### src/rtl/condicionador_botoes.sv
`default_nettype none
// +----------------------------------------------------------------------------+
// | Module  : condicionador_botoes                                             |
// | Brief   : Synchronises and debounces raw push-buttons and emits one pulse  |
// |           per accepted press, holding the captured button vector.          |
// | Revision: 1.0                                                              |
// +----------------------------------------------------------------------------+
module condicionador_botoes #(
    parameter int N_BOTOES        = 4,
    parameter int DEBOUNCE_CICLOS = 50000
) (
    input  logic                clock,
    input  logic                reset,
    input  logic [N_BOTOES-1:0] botoes,
    input  logic                habilita,
    output logic                jogada,
    output logic [N_BOTOES-1:0] jogada_codigo,
    output logic                multiplos,
    output logic [1:0]          db_estado
);

    localparam int            CW           = $clog2(DEBOUNCE_CICLOS + 1);
    localparam logic [CW-1:0] ULTIMO_CICLO = CW'(DEBOUNCE_CICLOS - 1);

    typedef enum logic [1:0] {
        ARMADO       = 2'b00,
        PULSO        = 2'b01,
        ESPERA_SOLTA = 2'b10
    } estado_t;

    logic [N_BOTOES-1:0] meta;
    logic [N_BOTOES-1:0] sinc;
    logic [N_BOTOES-1:0] deb;
    logic [CW-1:0]       contador;
    estado_t             estado;
    estado_t             proximo;
    logic                captura;

    // Two-stage synchroniser; the raw buttons are fully asynchronous.
    always_ff @(posedge clock or posedge reset) begin
        if (reset) begin
            meta <= '0;
            sinc <= '0;
        end else begin
            meta <= botoes;
            sinc <= meta;
        end
    end

    // One counter for the whole vector: any return of sinc to deb restarts it.
    always_ff @(posedge clock or posedge reset) begin
        if (reset) begin
            deb      <= '0;
            contador <= '0;
        end else if (sinc == deb) begin
            contador <= '0;
        end else if (contador == ULTIMO_CICLO) begin
            deb      <= sinc;
            contador <= '0;
        end else begin
            contador <= contador + 1'b1;
        end
    end

    always_ff @(posedge clock or posedge reset) begin
        if (reset) begin
            estado <= ARMADO;
        end else begin
            estado <= proximo;
        end
    end

    always_comb begin
        proximo = estado;
        captura = 1'b0;
        case (estado)
            ARMADO: begin
                if (deb != '0) begin
                    if (habilita) begin
                        proximo = PULSO;
                        captura = 1'b1;
                    end else begin
                        // Press seen while not enabled is swallowed until release.
                        proximo = ESPERA_SOLTA;
                    end
                end
            end
            PULSO:        proximo = ESPERA_SOLTA;
            ESPERA_SOLTA: if (deb == '0) proximo = ARMADO;
            default:      proximo = ARMADO;
        endcase
    end

    always_ff @(posedge clock or posedge reset) begin
        if (reset) begin
            jogada_codigo <= '0;
            multiplos     <= 1'b0;
        end else if (captura) begin
            jogada_codigo <= deb;
            multiplos     <= ($countones(deb) > 1);
        end
    end

    assign jogada    = (estado == PULSO);
    assign db_estado = estado;

endmodule
`default_nettype wire

### config.mk
export PLATFORM = sky130hd
export DESIGN_NAME = condicionador_botoes
export DESIGN_NICKNAME = d
export VERILOG_FILES = /design/src/rtl/condicionador_botoes.sv
export SDC_FILE = /design/constraint.sdc
export NUM_CORES = 1
export LEC_CHECK = 0
export CAP_MARGIN = 10
export CORE_ASPECT_RATIO = 0.75
export CORE_MARGIN = 2
export CORE_UTILIZATION = 53
export CTS_BUF_LIST = sky130_fd_sc_hd__clkbuf_8
export CTS_CLUSTER_DIAMETER = 120
export CTS_CLUSTER_SIZE = 25
export DETAILED_ROUTE_END_ITERATION = 8
export PLACE_DENSITY_LB_ADDON = 0.08
export SLEW_MARGIN = 10
export SYNTH_ARGS = -nofsm -noshare
export SYNTH_HDL_FRONTEND = slang
export SYNTH_SLANG_ARGS = --single-unit
### constraint.sdc
create_clock -name clock -period 1.9 [get_ports clock]
set_clock_uncertainty 0.2 [all_clocks]
set_input_delay 0.38 -clock clock [delete_from_list [all_inputs] [get_ports clock]]
set_output_delay 0.38 -clock clock [all_outputs]
set_load 0.01 [all_outputs]
Word-level counts from Yosys, hierarchy flattened
Index checks and enable logic that the tools add are counted.
{"block": "op_classes", "n_addsub": 4, "multipliers": 0, "div": 0, "magnitude_cmp": 1, "n_eq_ne": 6, "shifts": 0, "muxes": 9, "bitwise": 1, "reduce_logical": 5}
{"operator": "$mux W16", "count": 2}
{"operator": "$add A16 B1 Y16 const B", "count": 1}
{"operator": "$eq A16 B16 Y1 const B", "count": 1}
{"operator": "$mux W2", "count": 3}
{"operator": "$pmux W2 S3", "count": 1}
{"operator": "$add A1 B1 Y2", "count": 2}
{"operator": "$eq A4 B4 Y1", "count": 1}
{"operator": "$logic_not A4 Y1", "count": 1}
{"operator": "$ne A2 B2 Y1 const B", "count": 2}
{"operator": "$reduce_and A2 Y1", "count": 2}
{"operator": "$reduce_bool A4 Y1", "count": 1}
{"operator": "$add A2 B2 Y3", "count": 1}
{"operator": "$gt A3 B1 Y1 const B", "count": 1}
{"operator": "$mux W1", "count": 3}
{"operator": "$eq A2 B1 Y1 const B", "count": 1}
{"operator": "$eq A2 B2 Y1 const B", "count": 1}
{"operator": "$logic_not A2 Y1", "count": 1}
{"operator": "$not A1 Y1", "count": 1}
{"block": "totals", "register_bits": 35, "latchBits": 0, "ramBits": 0, "rom_bits": 0, "input_bits": 7, "output_inout_bits": 8, "word_cells": 33, "memories": 0}

Logic depth before layout (Yosys ltp)
Gate-level depths: netlist of run 1.
{"block": "depth", "word_depth": 3, "mapped_depth": 6, "mapped_depth_nobuf": 5}

Worst setup path before layout of run 1
OpenSTA, ideal clock, no wires.
{"block": "synth_path", "path_kind": "reg-to-reg", "from": "register deb[0]", "to": "register jogada_codigo[0]", "setup_time_ns": 0.125, "arrival_ns": 1.581, "required_ns": 1.575, "path_slack_ns": -0.006, "path_stages_with_launch": 7, "n_path_buf": 1, "synth_period_minus_slack_ns": 1.906, "cell_sequence": "dfrtp_1 > inv_1 > ha_1 > and3_1 > or3b_1 > buf_6 > mux2_4"}
{"block": "synth_via", "elab_chain_len": 3}
{"item": "start: declaration", "line": "33", "text": "logic [N_BOTOES-1:0] deb;"}
{"item": "start signal: assignment", "line": "58", "text": "deb <= sinc;"}
{"item": "$reduce_bool A4 Y1", "line": "78", "text": "if (deb != '0) begin"}
{"item": "$mux W1", "line": "78"}
{"item": "$mux W1", "line": "76", "text": "case (estado)"}
{"item": "end signal: assignment", "line": "96", "text": "jogada_codigo <= '0;"}
{"item": "end signal: assignment", "line": "99", "text": "jogada_codigo <= deb;"}
{"item": "end: declaration", "line": "17", "text": "output logic [N_BOTOES-1:0] jogada_codigo,"}
Several ways; a longest one is shown, not always the timed one.
A chain may end at the register's enable or synchronous reset.

Worst setup path in the final report of run 1
{"block": "layout_path", "from": "register deb[0]", "to": "register jogada_codigo[3]"}
{"block": "layout_via", "elab_chain_len": 3}
{"item": "$reduce_bool A4 Y1", "line": "78"}
{"item": "$mux W1", "line": "78"}
{"item": "$mux W1", "line": "76"}
Every way passes these cells.

==> impl_metrics.sql, run 1 <==
INSERT INTO impl_metrics (metric_group, metric, value, unit) VALUES
('sta', 'min_period', '1.84', 'ns'),
('sta', 'rsz0062_at_grt', 'false', ''),
('sta', 'worstMarginPinSlew', '0.430', 'ns'),
('cells_and_area', 'most_common_cell_after_layout_fill_and_taps_aside', 'sky130_fd_sc_hd__dfrtp_1', ''),
('clock_network', 'clk_transition_reported_paths', '0.07', 'ns'),
('placed_design', 'placed_area', '1890', 'µm²'),
('routing', 'post-route-drc-count', '0', ''),
('sta', 'maxSlewViolCount', '0', ''),
('die', 'dieWidth', '67.1', 'µm'),
('pwr', 'power', '1.81', 'mW'),
('placed_design', 'instance_count_after_placement_with_tap_cells_included', '199', ''),
('cells_and_area', 'mostFrequentLayoutCells', 'sky130_fd_sc_hd__dfrtp_1, sky130_fd_sc_hd__buf_4, sky130_fd_sc_hd__nor2_1, sky130_fd_sc_hd__clkdlybuf4s50_1, sky130_fd_sc_hd__xnor2_1', ''),
('clock_network', 'worst_skew_pair.late_latency', '0.29', 'ns'),
('clock_network', 'cts_made_buffers', '5', ''),
('cells_and_area', 'drive_above_1_share', '27.6', '%'),
('routing', 'drt_first_iter_violations', '51', ''),
('clock_network', 'tritoncts', 'built', ''),
('placed_design', 'place_hpwl', '2.13', 'mm'),
('logic_synthesis', 'post_synth_num_cell_types', '31', ''),
('die', 'ioPinCount', '15', ''),
('pwr', 'leakagePower', '0.946', 'nW'),
('routing', 'detail_route.first_pass.iterations', '4', ''),
('global_route', 'grt_max_degree', '36', ''),
('run_status', 'run_status', 'complete, no violations', ''),
('cells_and_area', 'final-instance-count-excl-fill', '208', ''),
('setup_path', 'critical_path.max_fanout', '6', ''),
('setup_path', 'crit_arrival', '1.82', 'ns'),
('clock_network', 'htree_levels', '2', ''),
('die', 'core.rowCount', '17', ''),
('logic_synthesis', 'post_synthesis_instance_area', '1580', 'µm²'),
('logic_synthesis', 'synth-seq-cells', '35', ''),
('sta', 'maxClockFrequency', '544', 'MHz'),
('setup_path', 'critical_path.startpoint_type', 'register', ''),
('pwr', 'power_switching_share', '25.3', '%'),
('cells_and_area', 'diodes', '0', ''),
('global_route', 'grt_pass1_wl', '5.09', 'mm'),
('pwr', 'power.share.combinational', '12.9', '%'),
('setup_path', 'critical_path_class', 'reg -> reg', ''),
('global_route', 'grt-ovfl-total', '0', ''),
('clock_network', 'clk_root_buffer_cell', 'sky130_fd_sc_hd__clkbuf_8', ''),
('logic_synthesis', 'synth-edff-count', '0', ''),
('logic_synthesis', 'yosys_warnings', '0', ''),
('clock_network', 'cts.sink_count', '35', ''),
('sta', 'share_of_the_cycle_needed_by_the_critical_path_after_routing', '96.8', '%'),
('routing', 'drt-total-wl', '2.91', 'mm'),
('die', 'die_area', '3440', 'µm²'),
('die', 'core_area', '2890', 'µm²'),
('logic_synthesis', 'asyncSetResetFlopFracSynth', '100', '%'),
('sta', 'setup_violations', '0', ''),
('routing', 'drt.antenna.violating_nets', '0', ''),
('global_route', 'initial_antenna_violation_count', '0', ''),
('global_route', 'grt_use_total', '21.3', '%'),
('logic_synthesis', 'syn_nets', '142', ''),
('placed_design', 'portBuffers', '14', ''),
('logic_synthesis', 'syn_area_per_cell', '12.0', 'µm²'),
('logic_synthesis', 'seq_area_frac_synth', '55.4', '%'),
('die', 'dieHeight', '51.3', 'µm'),
('setup_path', 'worst_setup_path_end_kind', 'register', ''),
('cells_and_area', 'finish.net_count', '179', ''),
('setup_path', 'worst_ep_required_time', '1.88', 'ns'),
('routing', 'via_per_inst', '5.31', ''),
('sta', 'finalHoldViolCount', '0', ''),
('clock_network', 'cts_max_path_buffers', '2', ''),
('pwr', 'p_switching', '0.457', 'mW'),
('worst_hold_path', 'holdCritPathClass', 'reg -> reg', ''),
('logic_synthesis', 'syn_inst', '132', ''),
('cells_and_area', 'area.growth.synth_to_final', '27.8', '%'),
('pwr', 'cellInternalPower', '1.35', 'mW'),
('logic_synthesis', 'yosys_most_used_dff', 'sky130_fd_sc_hd__dfrtp_1', ''),
('routing', 'route.vias.total', '1104', ''),
('flow_run', 'maxCapViolations', '0', ''),
('pwr', 'maximum_vdd_drop', '0.000719', 'V'),
('sta', 'relSlewSlack', '71.3', '%'),
('routing', 'routedWlPerCell', '14.0', 'µm'),
('cells_and_area', 'layout.cell_area.non_filler', '2020', 'µm²'),
('global_route', 'grt_pass1_vias', '1110', ''),
('pwr', 'sequentialPowerShare', '48.6', '%'),
('pwr', 'power.density_cell_area', '895', 'nW/µm²'),
('pwr', 'clock_power_share', '38.4', '%'),
('die', 'floorplan.initialDensity', '54.7', '%'),
('placed_design', 'gp_routability_congestion', '0.833', '');
[area by class of cell]
class	instances	area [µm²]
sequential	35	876
clock inverter	2	35.0
fill	234	872
timing repair buffer	32	287
clock buffer	6	82.6
inverter	8	30.0
multi-input combinational	87	663
tap	38	47.5
[final timing paths]
kind / start / endpoint / slack [ns] / depth (start not counted)
min reg2reg: meta[0] / sinc[0] / 0.15 / 0
min in group asynchronous: reset / jogada_codigo[3] / 0.27 / 3
min: meta[0] / sinc[0] / 0.15 / 0
max in group asynchronous: reset / contador[9] / 0.92 / 3
max: deb[0] / jogada_codigo[3] / 0.06 / 5
max reg2reg: deb[0] / jogada_codigo[3] / 0.06 / 5
[sequential cells by signal, indices dropped and copies added, names as in the netlist]
register / count
sinc: 4
multiplos: 1
meta: 4
db_estado: 2
jogada_codigo: 4
contador: 16
deb: 4
[worst max-delay path, stage by stage, from the launching register on]
cell	delay, ns
sky130_fd_sc_hd__dfrtp_1	0.37
sky130_fd_sc_hd__inv_2	0.05
sky130_fd_sc_hd__ha_2	0.17
sky130_fd_sc_hd__and3_4	0.17
sky130_fd_sc_hd__or3b_4	0.45
sky130_fd_sc_hd__mux2_4	0.32
[synth_stat cells (all sizes together), types with 2 or more instances]
library cell	number	area (µm²)
ha	2	25.0
inv	8	30.0
nor2	16	60.1
xnor2	10	87.6
nor4	3	18.8
xor2	6	52.6
buf	2	22.5
nor2b	2	12.5
o21ai	3	15.0
nand2	4	15.0
dfrtp	35	876
nor3	3	15.0
and3	4	27.5
nand4	5	31.3
or3	3	18.8
mux2	9	120
nand3	6	40.0
a21oi	2	13.8
[metal layers]
layer / part of all wire, % / up-vias / track usage [%]
li1: - / 531 / -
met1: 49 / 543 / 28.8
met2: 44 / 23 / 30.2
met3: 4.3 / 7 / 5.95
met4: 2.7 / 0 / 13.3
met5: 0 / - / 0
[power by group through the flow]
stage / Clock [mW] / Sequential (mW) / Combinational, mW
2_1_floorplan: 0 / 0.892 / 0.139
3_3_place_gp: 0 / 0.889 / 0.228
3_5_place_dp: 0 / 0.892 / 0.234
4_1_cts: 0.718 / 0.878 / 0.236
5_1_grt: 0.738 / 0.890 / 0.261
6_report: 0.695 / 0.880 / 0.234
[stage by stage]
stage	TNS, ns	util [%]	setup WS (ns)	hold WS (ns)
floorplan	0	-	0.00966	0.131
global placement	-1.28	65.2	-0.255	0.131
detailed placement	-1.38	65.2	-0.280	0.136
CTS	0	69.3	0.0458	0.152
global route	0	69.9	0.00121	0.165
finish	0	69.9	0.0602	0.150
[logic make-up after synthesis]
group / count (synthesis) / synth area share, %
adder cells (fa/ha/maj): 3 / 2.85
AND/OR/NAND/NOR: 53 / 19.1
multiplexers: 9 / 7.59
buffers and inverters: 10 / 3.32
flip-flops: 35 / 55.4
AO/OA/AOI/OAI: 6 / 2.85
XOR/XNOR: 16 / 8.86
[what timing repair did]
action | 4_1_cts | 5_1_grt
gates resized for setup | 2 | 2
setup endpoints to repair | 6 | 24
buffers inserted | 0 | 1
hold buffers | 0 | 0
pin swaps | 0 | 2
Power figures use the tool's default switching activity.
==> run 2, diff against run 1 <==
--- a/config.mk
+++ b/config.mk
@@ -8,11 +8,12 @@
 export CAP_MARGIN = 10
 export CORE_ASPECT_RATIO = 0.75
 export CORE_MARGIN = 2
-export CORE_UTILIZATION = 53
+export CORE_UTILIZATION = 58
 export CTS_BUF_LIST = sky130_fd_sc_hd__clkbuf_8
 export CTS_CLUSTER_DIAMETER = 120
 export CTS_CLUSTER_SIZE = 25
 export DETAILED_ROUTE_END_ITERATION = 8
+export DONT_BUFFER_PORTS = 1
 export PLACE_DENSITY_LB_ADDON = 0.08
 export SLEW_MARGIN = 10
 export SYNTH_ARGS = -nofsm -noshare
==> run 2 against run 1 <==
  * Via count fell by 4.2%
  * Clock power decreased by 15%
  * First-iteration DRC count rose by 110%
  * Utilization up 3.8 points
  * Cell area decreased by 5.1%
  * Worst hold slack barely moved
  * Critical endpoint is now jogada_codigo[2]
  * Largest power group unchanged
==> impl_metrics.sql, run 2 (synthesis gave the netlist of run 1 again) <==
INSERT INTO impl_metrics (metric_group, metric, value, unit) VALUES
('cells_and_area', 'seqCellArea', '876', 'µm²'),
('setup_path', 'critPathSlowestCell', 'sky130_fd_sc_hd__or3b_4', ''),
('sta', 'share_of_the_cycle_needed_by_the_critical_path_after_routing', '97.2', '%'),
('cells_and_area', 'layout.cell_area.non_filler', '1920', 'µm²'),
('placed_design', 'place_hpwl', '2.08', 'mm'),
('worst_hold_path', 'holdCritPathClass', 'reg -> reg', ''),
('global_route', 'grt_max_degree', '36', ''),
('setup_path', 'critPathTopFamily', 'simple AND/OR/NAND/NOR gates', ''),
('cells_and_area', 'flip_flop_count_of_the_largest_register_after_layout', '16', ''),
('setup_path', 'worst_path_largest_cell_delay', '0.46', 'ns'),
('pwr', 'power.density_cell_area', '900', 'nW/µm²'),
('cells_and_area', 'most_common_cell_after_layout_fill_and_taps_aside', 'sky130_fd_sc_hd__dfrtp_1', ''),
('routing', 'route.vias.total', '1058', ''),
('die', 'dieWidth', '64.3', 'µm'),
('run_status', 'run_status', 'complete, no violations', ''),
('sta', 'postLayoutSetupSlackWorst', '0.0525', 'ns'),
('setup_path', 'worst_ep_required_time', '1.87', 'ns'),
('die', 'core.rowCount', '16', ''),
('routing', 'post-route-drc-count', '0', ''),
('clock_network', 'htree_levels', '2', ''),
('setup_path', 'critical_path.startpoint_type', 'register', ''),
('setup_path', 'critical_path_class', 'reg -> reg', ''),
('cells_and_area', 'finish.net_count', '170', ''),
('sta', 'maxClockFrequency', '541', 'MHz'),
('routing', 'drt-total-wl', '3.13', 'mm'),
('setup_path', 'critical_path.max_fanout', '6', ''),
('pwr', 'leakagePower', '0.898', 'nW'),
('global_route', 'grt_pass1_wl', '5.42', 'mm'),
('sta', 'worstMarginPinSlew', '0.433', 'ns'),
('global_route', 'initial_antenna_violation_count', '0', ''),
('placed_design', 'gp_routability_congestion', '0.846', ''),
('clock_network', 'tritoncts', 'built', ''),
('cells_and_area', 'drive_above_1_share', '29.8', '%'),
('placed_design', 'portBuffers', '0', ''),
('clock_network', 'worst_skew_pair.late_latency', '0.29', 'ns'),
('cells_and_area', 'area.growth.synth_to_final', '21.3', '%'),
('global_route', 'grt_use_total', '23.4', '%'),
('cells_and_area', 'largest_register', 'contador', ''),
('cells_and_area', 'nFillCells', '187', ''),
('placed_design', 'instance_count_after_placement_with_tap_cells_included', '183', ''),
('routing', 'via_per_inst', '5.37', ''),
('sta', 'min_period', '1.85', 'ns'),
('die', 'ioPinCount', '15', ''),
('setup_path', 'timing.critical_path.cells', 'inv_2 -> ha_2 -> and3_4 -> or3b_4 -> mux2_4', ''),
('clock_network', 'cts_made_buffers', '5', ''),
('die', 'die_area', '3160', 'µm²'),
('clock_network', 'clk_transition_reported_paths', '0.07', 'ns'),
('sta', 'relSlewSlack', '71.1', '%'),
('setup_path', 'critical_path.n_buffers_inverters', '1', ''),
('sta', 'maxSlewViolCount', '0', ''),
('cells_and_area', 'mostFrequentLayoutCells', 'sky130_fd_sc_hd__dfrtp_1, sky130_fd_sc_hd__buf_4, sky130_fd_sc_hd__nor2_1, sky130_fd_sc_hd__xnor2_1', ''),
('pwr', 'maximum_vdd_drop', '0.000733', 'V'),
('sta', 'setup_violations', '0', ''),
('routing', 'drt.antenna.violating_nets', '0', ''),
('global_route', 'grt-ovfl-total', '0', ''),
('sta', 'rsz0062_at_grt', 'false', ''),
('routing', 'drt_first_iter_violations', '109', ''),
('die', 'core_area', '2600', 'µm²'),
('clock_network', 'cts.sink_count', '35', ''),
('routing', 'detail_route.first_pass.iterations', '4', ''),
('die', 'dieHeight', '49.2', 'µm'),
('setup_path', 'rrSetupSlack', '0.05', 'ns'),
('placed_design', 'placed_area', '1740', 'µm²'),
('clock_network', 'cts_max_path_buffers', '2', ''),
('cells_and_area', 'diodes', '0', ''),
('sta', 'finalHoldViolCount', '0', ''),
('setup_path', 'crit_arrival', '1.82', 'ns'),
('die', 'floorplan.initialDensity', '60.8', '%'),
('global_route', 'grt_pass1_vias', '1131', ''),
('flow_run', 'maxCapViolations', '0', ''),
('routing', 'routedWlPerCell', '15.9', 'µm'),
('clock_network', 'clk_root_buffer_cell', 'sky130_fd_sc_hd__clkbuf_8', ''),
('cells_and_area', 'area_occupied_by_multi_input_gates', '666', 'µm²'),
('cells_and_area', 'final-instance-count-excl-fill', '197', ''),
('placed_design', 'post-place-ws', '-0.0610', 'ns'),
('setup_path', 'worst_setup_path_end_kind', 'register', '');
-- run 2: cell count changes in the layout (fill, tap and decap cells not counted), sizes merged --
| cell | change |
|---|---|
| clkinv | -1 |
| dlygate4sd3 | +5 |
| clkinvlp | +1 |
| dlygate4sd2 | -1 |
| clkdlybuf4s50 | -13 |
| clkbuf | +1 |
| bufinv | -1 |
-- run 2: final timing paths --
check / to / start / cells past startpoint
min in group asynchronous: contador[6] / reset / 3
worst max register to register: jogada_codigo[2] / deb[0] / 5
worst min-delay path: sinc[0] / meta[0] / 0
worst min register to register: sinc[0] / meta[0] / 0
worst max-delay path: jogada_codigo[2] / deb[0] / 5
max in group asynchronous: contador[7] / reset / 3
-- run 2: metrics by stage --
step / power, mW / utilization, % / TNS [ns] / hold WS, ns
after global routing: 1.82 / 73.7 / 0 / 0.155
after global placement: 1.10 / 67.0 / 0 / 0.132
after detailed placement: 1.12 / 67.0 / -0.266 / 0.135
after floorplan: 1.03 / - / 0 / 0.131
after CTS: 1.73 / 73.0 / 0 / 0.151
final: 1.73 / 73.7 / 0 / 0.150
-- run 2: layout make-up --
cell class / count / share of cell area [%]
Sequential cell: 35 / 45.7
Multi-Input combinational cell: 87 / 34.7
Timing Repair Buffer: 23 / 10.3
Clock buffer: 7 / 5.02
Tap cell: 36 / 2.35
Inverter: 8 / 1.57
Clock inverter: 1 / 0.391
-- run 2: per-layer routing --
layer | share of wire (%) | vias up | global-route usage (%)
li1 | - | 503 | -
met1 | 48 | 530 | 32.8
met2 | 47 | 20 | 35.9
met3 | 3.1 | 5 | 5.54
met4 | 1.1 | 0 | 8.51
met5 | 0 | - | 0
-- run 2: repair_timing --
item                       CTS  global route
resized for setup            1             3
pin swaps                    0             2
setup endpoints to repair    5            21
hold endpoints to repair    39             0
hold buffers                 5             0
setup buffers                0             1
-- run 2: power breakdown --
part,internal [mW],switching (mW)
Combinational,0.120,0.125
Clock,0.329,0.262
Sequential,0.810,0.0800
